`src/rtl/mem_byte_sequencer_if.sv`:
```
// Core-side load/store request bundle for mem_byte_sequencer.
// master = data path issuing requests, slave = the sequencer.
interface mem_byte_sequencer_if #(
   parameter int N    = 10,
   parameter int XLEN = 32
);
   logic            req;
   logic            we;
   logic [2:0]      funct3;
   logic [N-1:0]    addr;
   logic [XLEN-1:0] wdata;
   logic            busy;
   logic            done;
   logic            err;
   logic [XLEN-1:0] rdata;

   modport master (
      output req, we, funct3, addr, wdata,
      input  busy, done, err, rdata
   );

   modport slave (
      input  req, we, funct3, addr, wdata,
      output busy, done, err, rdata
   );
endinterface

```
`src/rtl/mem_byte_sequencer.sv`:
```
// Splits one RISC-V load/store into 1/2/4 little-endian byte accesses on a byte-wide memory.
// Optional macro MISALIGN_CHECK_EN rejects halfword/word requests that are not size-aligned.
module mem_byte_sequencer #(
   parameter int N    = 10,
   parameter int XLEN = 32
) (
   input  logic                clk,
   input  logic                rst,
   mem_byte_sequencer_if.slave core,
   output logic                mem_WE,
   output logic [N-1:0]        mem_A,
   output logic [7:0]          mem_WD,
   input  logic [7:0]          mem_RD
);

   typedef enum logic [1:0] {IDLE, ACCESS, DONE} state_t;

   state_t          state_q, state_d;
   logic [1:0]      idx_q, idx_d;
   logic            we_q, we_d;
   logic [2:0]      f3_q, f3_d;
   logic [N-1:0]    addr_q, addr_d;
   logic [XLEN-1:0] wdata_q, wdata_d;
   logic [XLEN-1:0] buf_q, buf_d;
   logic [XLEN-1:0] rdata_q, rdata_d;
   logic            err_q, err_d;
   logic            misalign;

   function automatic logic [1:0] last_idx(input logic [2:0] f3);
      case (f3[1:0])
         2'b00:   return 2'd0;
         2'b01:   return 2'd1;
         default: return 2'd3;
      endcase
   endfunction

   function automatic logic f3_valid(input logic w, input logic [2:0] f3);
      if (w) return f3 inside {3'b000, 3'b001, 3'b010};
      return f3 inside {3'b000, 3'b001, 3'b010, 3'b100, 3'b101};
   endfunction

   function automatic logic [XLEN-1:0] extend(input logic [XLEN-1:0] raw, input logic [2:0] f3);
      case (f3)
         3'b000:  return {{(XLEN-8){raw[7]}}, raw[7:0]};
         3'b001:  return {{(XLEN-16){raw[15]}}, raw[15:0]};
         3'b100:  return {{(XLEN-8){1'b0}}, raw[7:0]};
         3'b101:  return {{(XLEN-16){1'b0}}, raw[15:0]};
         default: return raw;
      endcase
   endfunction

   always_comb begin
      state_d  = state_q;
      idx_d    = idx_q;
      we_d     = we_q;
      f3_d     = f3_q;
      addr_d   = addr_q;
      wdata_d  = wdata_q;
      buf_d    = buf_q;
      rdata_d  = rdata_q;
      err_d    = err_q;
      mem_WE   = 1'b0;
      mem_A    = '0;
      mem_WD   = '0;
`ifdef MISALIGN_CHECK_EN
      misalign = ((core.funct3[1:0] == 2'b01) && core.addr[0]) ||
                 ((core.funct3[1:0] == 2'b10) && (core.addr[1:0] != 2'b00));
`else
      misalign = 1'b0;
`endif

      case (state_q)
         IDLE: begin
            if (core.req) begin
               we_d    = core.we;
               f3_d    = core.funct3;
               addr_d  = core.addr;
               wdata_d = core.wdata;
               idx_d   = 2'd0;
               // Rejected requests skip ACCESS entirely, so memory and rdata stay untouched.
               if (!f3_valid(core.we, core.funct3) || misalign) begin
                  err_d   = 1'b1;
                  state_d = DONE;
               end else begin
                  err_d   = 1'b0;
                  state_d = ACCESS;
               end
            end
         end
         ACCESS: begin
            mem_A = addr_q + N'(idx_q);
            if (we_q) begin
               mem_WE = 1'b1;
               mem_WD = wdata_q[{idx_q, 3'b000} +: 8];
            end else begin
               buf_d[{idx_q, 3'b000} +: 8] = mem_RD;
            end
            if (idx_q == last_idx(f3_q)) begin
               state_d = DONE;
               // The final byte goes straight from mem_RD into the extended result.
               if (!we_q) rdata_d = extend(buf_d, f3_q);
            end else begin
               idx_d = idx_q + 2'd1;
            end
         end
         DONE:    state_d = IDLE;
         default: state_d = IDLE;
      endcase
   end

   always_ff @(posedge clk) begin
      if (rst) begin
         state_q <= IDLE;
         idx_q   <= 2'd0;
         rdata_q <= '0;
         err_q   <= 1'b0;
      end else begin
         state_q <= state_d;
         idx_q   <= idx_d;
         rdata_q <= rdata_d;
         err_q   <= err_d;
      end
   end

   always_ff @(posedge clk) begin
      we_q    <= we_d;
      f3_q    <= f3_d;
      addr_q  <= addr_d;
      wdata_q <= wdata_d;
      buf_q   <= buf_d;
   end

   assign core.busy  = (state_q != IDLE);
   assign core.done  = (state_q == DONE);
   assign core.err   = (state_q == DONE) && err_q;
   assign core.rdata = rdata_q;

endmodule

```
`src/flat_wrapper.sv`:
```
// flat-port wrapper written by rule: the top's interface ports become plain ports
module mem_byte_sequencer_flat 
#(
   parameter int N    = 10,
   parameter int XLEN = 32
)
  (clk, rst, mem_WE, mem_A, mem_WD, mem_RD, core_req, core_we, core_funct3, core_addr, core_wdata, core_busy, core_done, core_err, core_rdata);
  mem_byte_sequencer_if #(.N(N), .XLEN(XLEN)) core_i ();
  input  logic clk;
  input  logic rst;
  output logic mem_WE;
  output logic [N-1:0] mem_A;
  output logic [7:0] mem_WD;
  input  logic [7:0] mem_RD;
  input wire logic [$bits(core_i.req)-1:0] core_req;
  input wire logic [$bits(core_i.we)-1:0] core_we;
  input wire logic [$bits(core_i.funct3)-1:0] core_funct3;
  input wire logic [$bits(core_i.addr)-1:0] core_addr;
  input wire logic [$bits(core_i.wdata)-1:0] core_wdata;
  output wire logic [$bits(core_i.busy)-1:0] core_busy;
  output wire logic [$bits(core_i.done)-1:0] core_done;
  output wire logic [$bits(core_i.err)-1:0] core_err;
  output wire logic [$bits(core_i.rdata)-1:0] core_rdata;
  assign core_i.req = core_req;
  assign core_i.we = core_we;
  assign core_i.funct3 = core_funct3;
  assign core_i.addr = core_addr;
  assign core_i.wdata = core_wdata;
  assign core_busy = core_i.busy;
  assign core_done = core_i.done;
  assign core_err = core_i.err;
  assign core_rdata = core_i.rdata;
  mem_byte_sequencer #(.N(N), .XLEN(XLEN)) u_core (.clk(clk), .rst(rst), .core(core_i), .mem_WE(mem_WE), .mem_A(mem_A), .mem_WD(mem_WD), .mem_RD(mem_RD));
endmodule
```
`config.mk`:
```
export PLATFORM = sky130hd
export DESIGN_NAME = mem_byte_sequencer_flat
export DESIGN_NICKNAME = d
export VERILOG_FILES = /design/src/rtl/mem_byte_sequencer_if.sv /design/src/rtl/mem_byte_sequencer.sv /design/src/flat_wrapper.sv
export SDC_FILE = /design/constraint.sdc
export NUM_CORES = 1
export LEC_CHECK = 0
export BUFFER_PORTS_ARGS = -buffer_cell sky130_fd_sc_hd__buf_4
export CAP_MARGIN = 20
export CORE_MARGIN = 1
export CORE_UTILIZATION = 49
export DETAILED_ROUTE_END_ITERATION = 10
export HOLD_SLACK_MARGIN = 0.02
export MAX_ROUTING_LAYER = met4
export PLACE_DENSITY = 0.8
export SETUP_SLACK_MARGIN = 0.5
export SYNTH_ARGS = -nofsm -noshare
export SYNTH_HDL_FRONTEND = slang
export SYNTH_SLANG_ARGS = --single-unit
```
`constraint.sdc`:
```
create_clock -name clk -period 2.41 [get_ports clk]
set_input_delay 0.241 -clock clk [delete_from_list [all_inputs] [get_ports clk]]
set_output_delay 0.241 -clock clk [all_outputs]
set_load 0.1 [all_outputs]
```
# [Word level (Yosys, flattened, before mapping)]
# Index checks and enable logic that the tools add are counted.
[totals] input_bits=57 elab_cells=68 ff_bits=115 output_inout_bits=54
[classes] n_shift=3 n_bitwise=1 addsub=3 n_mux=25 n_eq_ne=14 n_reduce_logical=13
[ops] operator="case mux 32 bit (4 select lines)" count=1
[ops] operator="bitwise mux 32 bit" count=1
[ops] operator="2-to-1 mux 32 bit" count=1
[ops] operator="variable shift 8 x 7 -> 32 bit (first input constant)" count=1
[ops] operator="variable part select 32 x 6 -> 8 bit" count=1
[ops] operator="variable part select 8 x 7 -> 32 bit" count=1
[ops] operator="2-to-1 mux 8 bit" count=2
[ops] operator="equality test 3 bit (second input constant)" count=4
[ops] operator="2-to-1 mux 2 bit" count=6
[ops] operator="case mux 2 bit (2 select lines)" count=3
[ops] operator="adder 10 x 2 -> 10 bit" count=1
[ops] operator="2-to-1 mux 1 bit" count=10
[ops] operator="2-to-1 mux 10 bit" count=1
[ops] operator="negation 5 -> 7 bit" count=1
[ops] operator="equality test 3 x 1 -> 1 bit (second input constant)" count=2
[ops] operator="logical NOT 3 bit" count=2
[ops] operator="AND reduction 3 bit" count=2
[ops] operator="nonzero test 5 bit" count=1
[ops] operator="equality test 2 x 1 -> 1 bit (second input constant)" count=2
[ops] operator="logical NOT 2 bit" count=2
[ops] operator="inequality test 2 bit (second input constant)" count=2
[ops] operator="AND reduction 2 bit" count=2
[ops] operator="nonzero test 2 bit" count=2
[ops] operator="equality test 3 x 2 -> 1 bit (second input constant)" count=1
[ops] operator="7 further kinds" count=7

# [Longest topological paths before layout]
[depth] depth_word=9 depth_mapped=9 depth_no_buf=7

# [Worst setup path after synthesis]
# OpenSTA, ideal clock, no wires.
[synth_timing] path_kind="register to output" from="register u_core.idx_q[1]" to="output port mem_A[8]" path_buffers=1 arrival_time_ns=3.177 path_slack_ns=-1.008 stages_incl_launch_ff=8 t_required_ns=2.169 path_cell_list="dfxtp_1 > clkbuf_1 > inv_1 > fa_1 > and4b_1 > nand4_1 > xor2_1 > nor2_1"
[synth_between] elab_chain_len=2
[synth_rtl] element="start: declaration" line_no="mem_byte_sequencer.sv:19" source="logic [1:0] idx_q, idx_d;"
[synth_rtl] element="start signal: assignment" line_no="mem_byte_sequencer.sv:119" source="idx_q <= idx_d;"
[synth_rtl] element="adder 10 x 2 -> 10 bit" line_no="mem_byte_sequencer.sv:91" source="mem_A = addr_q + N'(idx_q);"
[synth_rtl] element="2-to-1 mux 10 bit" line_no="mem_byte_sequencer.sv:72" source="case (state_q)"
[synth_rtl] element="end: declaration" line_no="flat_wrapper.sv:12" source="output logic [N-1:0] mem_A;"
# No other way between the ends.

# [Final worst setup path]
[layout_timing] from="register u_core.addr_q[0]" to="output port mem_A[8]"
[layout_between] elab_chain_len=2
[layout_rtl] element="start: declaration" line_no="mem_byte_sequencer.sv:22" source="logic [N-1:0] addr_q, addr_d;"
[layout_rtl] element="start signal: assignment" line_no="mem_byte_sequencer.sv:128" source="addr_q <= addr_d;"
[layout_rtl] element="adder 10 x 2 -> 10 bit" line_no="mem_byte_sequencer.sv:91"
[layout_rtl] element="2-to-1 mux 10 bit" line_no="mem_byte_sequencer.sv:72"
# No other way between the ends.

==> results.json <==
{
  "final.setup.worst_slack_ns": -0.137,
  "core_um2": 10300,
  "min_path_type": "input pin to flip-flop",
  "yosysUniqueCellTypes": 51,
  "final_hold_viol_count": 0,
  "leakage_nw": 3.15,
  "die_area_um2": 11000,
  "dp_hpwl_um": 7950,
  "worst_setup_path_end_kind": "primary output",
  "sw_frac_of_total_pct": 27.5,
  "worstPathMaxFanout": 2,
  "power_mw": 5.83,
  "rsz0062_at_grt": "true",
  "final_nets": 662,
  "grt_overflow_total": 0,
  "cts_max_level": 4,
  "clock-root-buffer": "clkbuf_8",
  "ios": 111,
  "path_class": "flip-flop to primary output",
  "port_buffers": 110,
  "fmax_mhz": 393,
  "drt_wl_total_um": 16700,
  "stdcell_count": 746,
  "rows": 37,
  "crit_arrival_ns": 2.31,
  "start_kind": "flip-flop",
  "drc": 0,
  "initial_core_util_pct": 50.4,
  "pwr-share-comb_pct": 18.1,
  "fp.dieW_um": 105,
  "async_flop_share_pct": 0,
  "clk_pin_slew_worst_paths_ns": 0.05,
  "final_antenna_net_count": 0,
  "fp.dieH_um": 105,
  "grt_use_total_pct": 30.4,
  "post-place-ws_ns": 0.178,
  "grt_max_degree": 48,
  "antenna_found_initial": 0,
  "route.vias.total": 4437,
  "syn_inst": 408,
  "drive_above_1_share_pct": 51.5,
  "viasPerCell": 5.95,
  "synth_fp_nets": 473,
  "numCtsBuffers": 17,
  "finalWorstPathRequiredPeriod_ns": 2.55,
  "hold_ws_ns": 0.0841,
  "intPower_mw": 4.22,
  "cts_tree": "yes",
  "cap_violations": 0,
  "worstMarginPinSlew_ns": 0.605,
  "insertion_delay_ns": 0.52,
  "cellPowerDensity_nw_per_um2": 690,
  "wl_per_cell_um": 22.4,
  "seq_power_share_pct": 39.7,
  "drt_pre_antenna_iters": 5,
  "syn_avg_cell_area_um2": 12.7,
  "synth_flop_cell": "edfxtp_1",
  "yosysWarnings": 0,
  "cts.sinks": 115,
  "p_sw_mw": 1.61,
  "gp_congestion": 0.792,
  "setup_violations": 4,
  "violations": "negative setup slack",
  "synth_seq_area_share_pct": 59.3,
  "place_inst": 637,
  "areaGrowthSynthToFinish_pct": 62.6,
  "clk_path_buf_depth": 2,
  "clockPowerShare_pct": 42.2,
  "antenna_cells": 0,
  "relSlewSlack_pct": 59.7,
  "ir_drop_v": 0.000458,
  "netlist_area_um2": 5200,
  "grt_pass1_vias": 4617,
  "yosys_register_bits": 115,
  "period_share_pct": 106,
  "final_max_slew_viol_count": 0,
  "synth-edff-count": 78,
  "drt-initial-drc-count": 398,
  "grt_pass1_wl_um": 24500,
  "clock-skew-final_ns": 0.0104,
  "status": "finished, violations left",
  "cp.required_ns": 2.17
}
==> path summary, 6_finish.rpt <==
check	slack, ns	end	cells past startpoint	start
setup / recovery	-0.14	mem_A[8]	8	u_core.addr_q[0]
hold / removal	0.08	u_core.buf_q[4]	3	mem_RD[4]
setup reg to reg	0.06	u_core.buf_q[24]	11	u_core.idx_q[0]
hold reg to reg	0.45	u_core.state_q[1]	1	u_core.state_q[1]
==> state kept, by name, summed over array words and instances (netlist names) <==
name               count
u_core.addr_q         10
u_core.buf_q          32
u_core.core.rdata     32
u_core.err_q           1
u_core.f3_q            3
u_core.idx_q           2
u_core.state_q         2
u_core.wdata_q        32
u_core.we_q            1
==> logic make-up after synthesis <==
group	count (synthesis)	synth area share, %
multiplexers	11	4.19
buffers and inverters	53	4.67
flip-flops	115	59.3
AO/OA/AOI/OAI	114	17.2
adder cells (fa/ha/maj)	8	2.07
AND/OR/NAND/NOR	99	11.2
XOR/XNOR	8	1.35
==> per-layer routing <==
metal	GRT usage (%)	wire length, um	part of all wire [%]	up-vias
met4	12.7	346	2.1	0
met5	-	0	0	-
met3	6.30	1140	6.8	30
met2	53.1	8950	54	237
li1	-	-	-	1954
met1	33.9	6240	37	2216
==> final cells by class <==
class                      instances  area [um2]
inverter                          21         106
clock inverter                     6        33.8
multi-input combinational        240        2460
timing repair inverter             1        5.00
sequential                       115        3090
clock buffer                      26         553
fill                             470        1870
timing repair buffer             201        2030
tap                              136         170
==> timing repair <==
action / in CTS / in global routing
endpoints found under the setup margin: 50 / 85
cloned: 4 / 0
buffers inserted: 19 / 8
endpoints found under the hold margin: 46 / 0
hold buffers: 46 / 0
pin swaps: 49 / 23
resized for setup: 115 / 47
==> worst max-delay path: stages, from the launching register on <==
cell and delay, ns:
edfxtp_1 0.34, ha_2 0.19, inv_2 0.04, fa_2 0.33, and4b_1 0.28, nand4_1 0.13
xor2_2 0.19, nor2_4 0.11, buf_12 0.18
==> synthesized netlist by cell type, drive strengths merged (4+ instances only) <==
| cell type | number | area, um2 |
|---|---|---|
| mux4 | 8 | 180 |
| a22o | 15 | 131 |
| nand3 | 5 | 30.0 |
| buf | 13 | 91.3 |
| dfxtp | 37 | 741 |
| edfxtp | 78 | 2340 |
| a31oi | 7 | 43.8 |
| nand2 | 15 | 56.3 |
| a22oi | 8 | 60.1 |
| xnor2 | 4 | 35.0 |
| or2 | 6 | 37.5 |
| nor2b | 4 | 25.0 |
| nor2 | 19 | 71.3 |
| clkbuf | 19 | 72.6 |
| a211oi | 16 | 133 |
| xor2 | 4 | 35.0 |
| a311oi | 16 | 209 |
| inv | 21 | 78.8 |
| ha | 7 | 87.6 |
| a21oi | 37 | 185 |
| nor3b | 9 | 67.6 |
| nor3 | 8 | 51.3 |
| a32oi | 6 | 52.6 |
| nand2b | 6 | 37.5 |
| and3 | 15 | 93.8 |
==> layout by cell type (no fill, tap or decap), types with 16 or more instances in the layout <==
cell type | netlist | layout
buf_4 | 1 | 110
edfxtp_1 | 78 | 78
dlygate4sd3_1 | 0 | 46
dfxtp_1 | 37 | 33
a21oi_1 | 37 | 28
clkbuf_16 | 0 | 20
buf_12 | 0 | 20
buf_6 | 4 | 19
inv_1 | 21 | 16
a311oi_2 | 11 | 16
==> metrics by stage <==
step / cell area (um2) / util (%) / setup TNS, ns
2_1_floorplan: 5400 / - / 0
3_3_place_gp: 6340 / 61.4 / 0
3_5_place_dp: 6340 / 61.4 / 0
4_1_cts: 8170 / 79.1 / -0.494
5_1_grt: 8450 / 81.9 / -0.768
6_report: 8450 / 81.9 / -0.429
==> power by group through the flow <==
stage	Sequential [mW]	Combinational [mW]	Clock, mW
after global placement	2.33	0.761	0
after CTS	2.30	0.963	2.43
final	2.31	1.06	2.46
after floorplan	2.41	0.475	0
after global routing	2.32	1.10	2.57
after detailed placement	2.34	0.776	0
Power figures use the tool's default switching activity.
